## src/rtl/sim_ctrl_pkg.sv

```systemverilog
// Shared types and constants for the simulation-control responder:
// FSM state and done-cause encodings, default control addresses, status layout.
package sim_ctrl_pkg;

    typedef enum logic [1:0] {
        ST_RUN   = 2'd0,
        ST_DRAIN = 2'd1,
        ST_DONE  = 2'd2
    } sim_state_e;

    typedef enum logic [1:0] {
        CAUSE_NONE  = 2'd0,
        CAUSE_STOP  = 2'd1,
        CAUSE_LIMIT = 2'd2
    } done_cause_e;

    localparam int unsigned DEFAULT_STOP_ADDR      = 0;
    localparam int unsigned DEFAULT_LOG_START_ADDR = 8;
    localparam int unsigned DEFAULT_LOG_STOP_ADDR  = 16;
    localparam int unsigned DEFAULT_CYCLE_CNT_ADDR = 24;
    localparam int unsigned DEFAULT_STATUS_ADDR    = 32;

    localparam int unsigned STATUS_STATE_LSB = 0;
    localparam int unsigned STATUS_CAUSE_LSB = 2;

endpackage

```

## src/rtl/sim_ctrl_unit.sv

```systemverilog
// Memory-mapped simulation-control responder: decodes stop/log control writes,
// enforces a cycle limit, and serves cycle-counter and status reads.
module sim_ctrl_unit
    import sim_ctrl_pkg::*;
#(
    parameter int unsigned AddrWidth    = 21,
    parameter int unsigned DataWidth    = 128,
    parameter int unsigned DrainCycles  = 50,
    parameter int unsigned StopAddr     = DEFAULT_STOP_ADDR,
    parameter int unsigned LogStartAddr = DEFAULT_LOG_START_ADDR,
    parameter int unsigned LogStopAddr  = DEFAULT_LOG_STOP_ADDR,
    parameter int unsigned CycleCntAddr = DEFAULT_CYCLE_CNT_ADDR,
    parameter int unsigned StatusAddr   = DEFAULT_STATUS_ADDR
) (
    input  logic                 clk_i,
    input  logic                 rst_ni,
    input  logic                 mem_req_i,
    input  logic [AddrWidth-1:0] mem_addr_i,
    input  logic [DataWidth-1:0] mem_wdata_i,
    input  logic [DataWidth-1:0] mem_strb_i,
    input  logic                 mem_we_i,
    output logic                 hit_o,
    output logic [DataWidth-1:0] mem_rdata_o,
    input  logic [31:0]          sim_len_i,
    output logic                 log_en_o,
    output logic                 stop_req_o,
    output logic                 done_o,
    output logic [1:0]           done_cause_o,
    output logic [63:0]          cycle_cnt_o
);

    localparam int unsigned DrainW = (DrainCycles > 0) ? $clog2(DrainCycles + 1) : 1;

    localparam logic [AddrWidth-1:0] StopA     = AddrWidth'(StopAddr);
    localparam logic [AddrWidth-1:0] LogStartA = AddrWidth'(LogStartAddr);
    localparam logic [AddrWidth-1:0] LogStopA  = AddrWidth'(LogStopAddr);
    localparam logic [AddrWidth-1:0] CycleCntA = AddrWidth'(CycleCntAddr);
    localparam logic [AddrWidth-1:0] StatusA   = AddrWidth'(StatusAddr);

    sim_state_e           state_q, state_d;
    done_cause_e          cause_q, cause_d;
    logic                 log_q, log_d;
    logic [DrainW-1:0]    drain_q, drain_d;
    logic [63:0]          cycle_q, cycle_d;
    logic [DataWidth-1:0] rdata_q, rdata_d;
    logic [DataWidth-1:0] status_word;
    logic                 wr;
    logic                 limit_hit;

    // Write data and strobes carry no meaning for control addresses.
    logic unused_wdata;
    assign unused_wdata = ^{mem_wdata_i, mem_strb_i};

    assign hit_o = mem_req_i && ((mem_addr_i == StopA)     ||
                                 (mem_addr_i == LogStartA) ||
                                 (mem_addr_i == LogStopA)  ||
                                 (mem_addr_i == CycleCntA) ||
                                 (mem_addr_i == StatusA));

    assign wr        = mem_req_i && mem_we_i;
    assign limit_hit = (sim_len_i != 32'd0) && (cycle_q == (64'(sim_len_i) - 64'd1));

    always_ff @(posedge clk_i or negedge rst_ni) begin
        if (!rst_ni) begin
            state_q <= ST_RUN;
            cause_q <= CAUSE_NONE;
            log_q   <= 1'b0;
            drain_q <= '0;
            cycle_q <= '0;
            rdata_q <= '0;
        end else begin
            state_q <= state_d;
            cause_q <= cause_d;
            log_q   <= log_d;
            drain_q <= drain_d;
            cycle_q <= cycle_d;
            rdata_q <= rdata_d;
        end
    end

    // The limit check takes priority over stop writes and drain expiry alike.
    always_comb begin
        state_d = state_q;
        cause_d = cause_q;
        log_d   = log_q;
        drain_d = drain_q;
        cycle_d = cycle_q;

        case (state_q)
            ST_RUN: begin
                if (limit_hit) begin
                    state_d = ST_DONE;
                    cause_d = CAUSE_LIMIT;
                    log_d   = 1'b0;
                end else if (wr && (mem_addr_i == StopA)) begin
                    state_d = ST_DRAIN;
                    cause_d = CAUSE_STOP;
                    log_d   = 1'b0;
                    drain_d = DrainW'(DrainCycles);
                end else if (wr && (mem_addr_i == LogStartA)) begin
                    log_d = 1'b1;
                end else if (wr && (mem_addr_i == LogStopA)) begin
                    log_d = 1'b0;
                end
            end
            ST_DRAIN: begin
                if (limit_hit) begin
                    state_d = ST_DONE;
                    cause_d = CAUSE_LIMIT;
                end else if (drain_q == '0) begin
                    state_d = ST_DONE;
                end else begin
                    drain_d = drain_q - DrainW'(1);
                end
            end
            ST_DONE: begin
                state_d = ST_DONE;
            end
            default: begin
                state_d = ST_RUN;
            end
        endcase

        // The counter stops on the limit edge so it reads back as sim_len-1.
        if ((state_q != ST_DONE) && !limit_hit) begin
            cycle_d = cycle_q + 64'd1;
        end
    end

    always_comb begin
        status_word = '0;
        status_word[STATUS_CAUSE_LSB +: 2] = cause_q;
        status_word[STATUS_STATE_LSB +: 2] = state_q;

        rdata_d = '0;
        if (mem_req_i && !mem_we_i) begin
            if (mem_addr_i == CycleCntA) begin
                rdata_d = DataWidth'(cycle_q);
            end else if (mem_addr_i == StatusA) begin
                rdata_d = status_word;
            end
        end
    end

    assign mem_rdata_o  = rdata_q;
    assign log_en_o     = log_q && (state_q == ST_RUN);
    assign stop_req_o   = (state_q == ST_DRAIN) || (state_q == ST_DONE);
    assign done_o       = (state_q == ST_DONE);
    assign done_cause_o = cause_q;
    assign cycle_cnt_o  = cycle_q;

endmodule
```

## config.mk

```make
export PLATFORM = sky130hd
export DESIGN_NAME = sim_ctrl_unit
export DESIGN_NICKNAME = d
export VERILOG_FILES = /design/src/rtl/sim_ctrl_pkg.sv /design/src/rtl/sim_ctrl_unit.sv
export SDC_FILE = /design/constraint.sdc
export NUM_CORES = 1
export LEC_CHECK = 0
export ABC_AREA = 1
export CORE_AREA = 3 3 199 201
export CTS_BUF_LIST = sky130_fd_sc_hd__clkbuf_8
export CTS_CLUSTER_DIAMETER = 40
export DETAILED_ROUTE_END_ITERATION = 10
export DIE_AREA = 0 0 202 204
export SKIP_CTS_REPAIR_TIMING = 1
export SLEW_MARGIN = 25
export SYNTH_ARGS = -nofsm -noshare
export SYNTH_HDL_FRONTEND = slang
export SYNTH_SLANG_ARGS = --single-unit
```

## constraint.sdc

```tcl
create_clock -name clk_i -period 5.6 [get_ports clk_i]
set_input_delay 1.68 -clock clk_i [delete_from_list [all_inputs] [get_ports clk_i]]
set_output_delay 1.68 -clock clk_i [all_outputs]
set_load 0.03 [all_outputs]
```

==> qor.csv, run 1 <==
stage,metric,value,unit
place,placed_area,0.0114,sq mm
route,post_drt_wl_per_cell,18.2,um
route,viasPerCell,4.49,
finish,multi_input_area,0.00477,sq mm
floorplanning,die_h,204,um
finish,fin_area,0.0118,sq mm
synthesis,synthAdderAreaFrac,0.0109,
synthesis,synthFlopType,dfrtp_1,
global_route,grt_pass1_wl,52900,um
timing,finalMaxSlewViolations,0,
synthesis,synthMuxAreaShare,0,
setup_path,cp_common_cell,nand2_1,
synthesis,synth_cell_types,41,
setup_path,crit_path_cell_trace,clkdlybuf4s50_1 -> nor2_1 -> nand2_1 -> nor2_1 -> nand2_1 -> nor3_1 -> nand2_1 -> a21boi_0 -> inv_1 -> a21oi_1 -> buf_4,
power,p_comb_frac,0.439,
timing,slew_headroom,0.386,
setup_path,endpoint,hit_o,
power,power.density,359,mW/mm^2
synthesis,avgSynthCellArea,7.34,sq um
synthesis,synthArstFlopShare,1.00,
power,p_sw_frac,0.467,
global_route,antenna_found_initial,6,
setup_path,worstSetupEndpointType,primary output,
synthesis,synthTopCellsByArea,"dfrtp_1 38%, nand2_1 12%, xor2_1 8.3%",
synthesis,synth_xor_area_frac,0.0904,
floorplanning,die_area,0.0412,sq mm
job,maxCapViolations,0,
power,pwr-share-seq,0.352,
place,dp_hpwl,28900,um
finish,n_fill_cell,4073,
timing,fin_setup_tns,0,ps
setup_path,start_kind,input pin,
setup_path,critical_path_class,input pin to primary output,
synthesis,synth_area,0.00921,sq mm
route,ant_nets,0,
synthesis,synthTopCellsByCount,"284 x nand2_1, 149 x nor2_1, 139 x dfrtp_1, 136 x inv_1, 91 x nor3_1",
synthesis,syn_inst,1255,
timing,rsz0062_at_grt,no,
synthesis,synth_compound_area_frac,0.0564,
setup_path,reg2reg_depth,11,
setup_path,path_buf_inv,3,
synthesis,synth_edf_count,0,
timing,worstMarginPinSlew,913,ps
route,drt-initial-drc-count,703,
setup_path,cp.depth,11,
power,power.leakage,4.93,nW
synthesis,synth_seq_cells,139,
cts,htreeDepth,4,
power,vdd_drop_max,0.000138,V
finish,syn_to_final_growth,28.3,%
timing,clock.fmax,0.197,GHz
synthesis,synth_top_family_by_area,simple AND/OR/NAND/NOR gates,
setup_path,reg2reg_from,cycle_cnt_o[1],
power,clkPwrFrac,0.208,
timing,setup_viol,0,
cts,cts.sinks,139,
floorplanning,die_w,202,um
place,place_congestion,0.935,
route,totalWireLength,35800,um
power,power_switching,1.98,mW
global_route,grtUsageTotal,0.169,
synthesis,ys.warnings.count,0,
synthesis,synthSimpleGateAreaFrac,0.335,
timing,hold_viol,0,
cts,cts_tree,built,
floorplanning,start_util,0.244,
synthesis,yosysSeqAreaShare,0.378,
setup_path,critical-path-max-stage-delay,400,ps
finish,drive_gt1_frac,0.0634,
finish,regArea,0.00348,sq mm
setup_path,rrSetupSlack,2400,ps
cts,path_clk_slew,70,ps
floorplanning,ios,511,
timing,period_minus_slack,5080,ps
cts,clk_latency,480,ps
power,intPower,2.26,mW
cts,cts_buffers,17,
route,vias,8850,
finish,fin_cells,1969,
timing,fin_skew,19.3,ps
cts,cts-root-buf,clkbuf_8,
hold_path,hold_class,flip-flop to flip-flop,
cts,cts_max_path_buffers,2,
place,io_buffers,190,
floorplanning,core_area,0.0378,sq mm
synthesis,yosysTopAreaCellShare,0.378,
setup_path,cp_data_required_time,3920,ps
global_route,grt_max_degree,76,
synthesis,synth_largest_area_cell,dfrtp_1,
floorplanning,rows,71,
setup_path,cp_slowest_cell,clkdlybuf4s50_1,
synthesis,synth.most_common_cell,nand2_1,
route,drc_errors,0,
setup_path,r2r-end,cycle_cnt_o[58],
setup_path,critical_path.top_delay_family,simple AND/OR/NAND/NOR gates,
power,total_power,4.24,mW
route,firstDrtPassIters,5,
global_route,grt_pass1_vias,8616,
global_route,overflow,0,
finish,nets,1760,
timing,min_period_over_period,0.907,
setup_path,worstSetupStartpoint,mem_addr_i[15],
run_status,outcome,completed,
place,dp.cells,1931,
setup_path,arrival,3400,ps
setup_path,critical_path.max_fanout,3,
[layer usage]
metal | wire, um | vias to the layer above | global-route usage
li1 | - | 4266 | -
met1 | 15600 | 4252 | 0.218
met2 | 17200 | 291 | 0.280
met3 | 1800 | 41 | 0.0326
met4 | 1180 | 0 | 0.0693
met5 | 0 | - | 0
[stage by stage]
step	hold slack, ps	util	worst slack, ps
after floorplan	453	-	540
after global placement	470	0.302	515
after detailed placement	480	0.302	496
after CTS	499	0.313	499
after global routing	546	0.313	190
final	493	0.313	518
[tightest hold or removal path, cell delays in order (launching register included)]
cell	delay (ps)
dfrtp_1	350
nand2_1	50
o21ai_0	60
[power by group through the flow]
stage / combinational [mW] / sequential, mW / clock [mW]
3_5_place_dp: 1.87 / 1.51 / 0
4_1_cts: 1.87 / 1.49 / 0.910
5_1_grt: 2.04 / 1.52 / 0.954
6_report: 1.86 / 1.49 / 0.883
2_1_floorplan: 1.06 / 1.64 / 0
3_3_place_gp: 1.83 / 1.51 / 0
[flip-flops by register name, summed over array words and instances, names as in the netlist]
name	count
cycle_cnt_o	64
done_cause_o	2
drain_q	6
log_q	1
mem_rdata_o	64
state_q	2
[kinds of logic after synthesis]
kind of cell,Yosys count
AOI/OAI and AO/OA,87
xor gates and xnor gates,95
adders and majority gates,8
buffers and inverters,238
DFF,139
other,1
and+or+nand+nor,687
[layout make-up]
type	count	share of cell area
Antenna cell	6	0.00127
Tap cell	511	0.0541
Clock buffer	17	0.0198
Sequential cell	139	0.294
Inverter	141	0.0448
Clock inverter	15	0.0150
Multi-Input combinational cell	941	0.404
Timing Repair Buffer	199	0.167
[worst min-delay path by stage]
stage,cells past startpoint,start,to,slack (ps)
floorplan,2,drain_q[0],drain_q[0],450
global route,2,drain_q[0],drain_q[0],550
detailed placement,2,drain_q[0],drain_q[0],480
global placement,2,drain_q[0],drain_q[0],470
finish,2,drain_q[0],drain_q[0],490
CTS,2,drain_q[0],drain_q[0],500
[cell usage in the layout, fill, tap and decap left out, drive strengths merged, types with 6 or more instances in the layout]
cell type      Yosys  routed
ha                 8       8
clkbuf            14      17
nor3              92      92
nand4             37      37
nor4              19      19
or2                7       7
inv              139     144
nand3             58      58
xnor2              8       8
o21ai             74      74
nor2             159     159
diode              0       6
xor2              87      87
buf               83      11
clkdlybuf4s50      0     188
conb               1      64
nand2            300     300
nand3b             9       9
dfrtp            139     139
Power figures use the tool's default switching activity.
==> run 2: changes to the inputs <==
CELL_PAD_IN_SITES_DETAIL_PLACEMENT = 0   (was unset)
CELL_PAD_IN_SITES_GLOBAL_PLACEMENT = 1   (was unset)
CORE_AREA = 2 2 198 200   (was 3 3 199 201)
DIE_AREA = 0 0 200 202   (was 0 0 202 204)
PLACE_DENSITY_LB_ADDON = 0.1   (was unset)
==> run 2 against run 1 <==
- count of clock-buffer cells in the layout increased by 3
- largest power group unchanged
- core utilization decreased by 0.41 points
- first-iteration DRC count is 39% lower
- highest routed layer unchanged
- non-clock buffer count shrank 2
==> qor.csv, run 2 (synthesis results as in run 1) <==
stage,metric,value,unit
run_status,outcome,completed,
global_route,overflow,0,
setup_path,rrSetupSlack,2330,ps
power,power.density,358,mW/mm^2
route,top_layer,met4,
cts,clk_latency,470,ps
finish,syn_to_final_growth,28.4,%
route,drt-initial-drc-count,427,
route,post_drt_wl_per_cell,19.0,um
cts,cts_max_path_buffers,2,
timing,rsz0062_at_grt,no,
cts,cts_tree,built,
route,drc_errors,0,
power,vdd_drop_max,0.000175,V
global_route,grt_pass1_vias,8602,
route,wl_met2,18000,um
cts,cts_buffers,17,
hold_path,hold_class,flip-flop to flip-flop,
floorplanning,die_w,200,um
hold_path,min_path_cells,2,
setup_path,cp_data_required_time,3920,ps
timing,period_minus_slack,5200,ps
setup_path,critical_path.top_delay_family,simple AND/OR/NAND/NOR gates,
setup_path,start_kind,input pin,
global_route,grtUsageTotal,0.187,
route,wirelength_met1,17000,um
timing,hold_viol,0,
cts,path_clk_slew,80,ps
timing,slew_headroom,0.334,
cts,cts.sinks,139,
setup_path,cp_common_cell,nand2_1,
timing,setup_viol,0,
power,clkPwrFrac,0.209,
cts,htreeDepth,4,
setup_path,worstSetupEndpointType,primary output,
setup_path,cp_slowest_cell,clkdlybuf4s50_1,
setup_path,critical_path_class,input pin to primary output,
timing,fin_setup_tns,0,ps
global_route,antenna_found_initial,6,
finish,final_cell_mix,"284 x nand2_1, 188 x clkdlybuf4s50_1, 149 x nor2_1, 139 x dfrtp_1, 135 x inv_1",
power,power_switching,1.98,mW
place,place_worst_setup_slack,368,ps
global_route,grt_pass1_wl,55300,um
setup_path,critical-path-max-stage-delay,400,ps
finish,n_fill_cell,4210,
timing,finalMaxSlewViolations,0,
job,maxCapViolations,0,
timing,worstMarginPinSlew,990,ps
setup_path,path_buf_inv,3,
finish,drive_gt1_frac,0.0641,
route,wl_met3,1450,um
power,p_sw_frac,0.466,
place,place_congestion,0.882,
finish,fin_area,0.0118,sq mm
route,vias,8619,
floorplanning,start_util,0.240,
timing,clock.fmax,0.192,GHz
place,io_buffers,190,
floorplanning,die_h,202,um
cts,cts-root-buf,clkbuf_8,
setup_path,crit_path_cell_trace,clkdlybuf4s50_1 -> nor2_1 -> nand2_1 -> nor2_1 -> nand2_1 -> nor3_1 -> nand2_1 -> a21boi_0 -> inv_1 -> a21oi_1 -> buf_4,
global_route,grt_max_degree,81,
timing,fin_skew,18.2,ps
floorplanning,core_area,0.0383,sq mm
route,ant_nets,0,
floorplanning,ios,511,
route,totalWireLength,37400,um
finish,nets,1758,
setup_path,reg2reg_depth,11,
timing,setup_ws,402,ps
timing,min_period_over_period,0.928,
route,viasPerCell,4.38,
finish,layout_commonest_cell,nand2_1,
route,firstDrtPassIters,5,
power,power.leakage,4.92,nW
power,pwr-share-seq,0.353,
power,p_comb_frac,0.439,
floorplanning,rows,72,
floorplanning,die_area,0.0404,sq mm
place,placed_area,0.0114,sq mm
setup_path,critical_path.max_fanout,3,
setup_path,cp.depth,11,
place,dp_hpwl,30000,um
power,intPower,2.26,mW
setup_path,arrival,3520,ps
-- run 2: cell types whose count changed in the layout (fill, tap and decap cells not counted), moves of 2 or more --
cell,before,now
buf_4,10,6
diode_2,6,2
inv_6,1,3
inv_1,139,135
clkinv_2,0,2
buf_12,0,2
clkbuf_8,17,20
-- run 2: area by class of cell --
type	count	area [sq um]	share of cell area
clock inverters	12	136	0.0115
well taps	518	648	0.0548
flip-flops and latches	139	3480	0.294
inverters	141	529	0.0448
multi-input cells	941	4770	0.404
diodes	2	5.00	0.000423
clock buffers	20	275	0.0233
repair buffers	197	1980	0.167
-- run 2: stage by stage --
step | cells | util | hold slack, ps | total power, mW
final | 1970 | 0.309 | 499 | 4.24
after global routing | 1970 | 0.309 | 532 | 4.54
after CTS | 1968 | 0.309 | 504 | 4.30
after detailed placement | 1936 | 0.298 | 480 | 3.40
after global placement | 1936 | 0.298 | 470 | 3.39
after floorplan | 1318 | - | 453 | 2.70
-- run 2: power by group through the flow --
stage	sequential [mW]	combinational, mW	clock (mW)
4_1_cts	1.50	1.89	0.914
2_1_floorplan	1.64	1.06	0
6_report	1.49	1.86	0.884
5_1_grt	1.53	2.06	0.953
3_5_place_dp	1.52	1.88	0
3_3_place_gp	1.52	1.87	0
-- run 2: layer usage --
layer  vias to the layer above  track usage
li1                       4255            -
met1                      4109        0.250
met2                       218        0.311
met3                        37       0.0290
met4                         0       0.0569
met5                         -            0
-- run 2: path summary, 6_finish.rpt --
kind | end | from
worst max-delay path | hit_o | mem_addr_i[15]
min in group asynchronous | mem_rdata_o[28] | rst_ni
worst min register to register | drain_q[0] | drain_q[0]
max in group asynchronous | cycle_cnt_o[14] | rst_ni
worst min-delay path | drain_q[0] | drain_q[0]
worst max register to register | cycle_cnt_o[48] | cycle_cnt_o[1]
-- run 2: worst register-to-register path: cells and delay by family, from the launching register on --
family / cells / cell delay (ps)
flops: 1 / 560
fa+ha+maj: 1 / 360
buf+inv: 2 / 280
simple gates: 6 / 1690
compound gates: 1 / 60
xor+xnor: 1 / 220
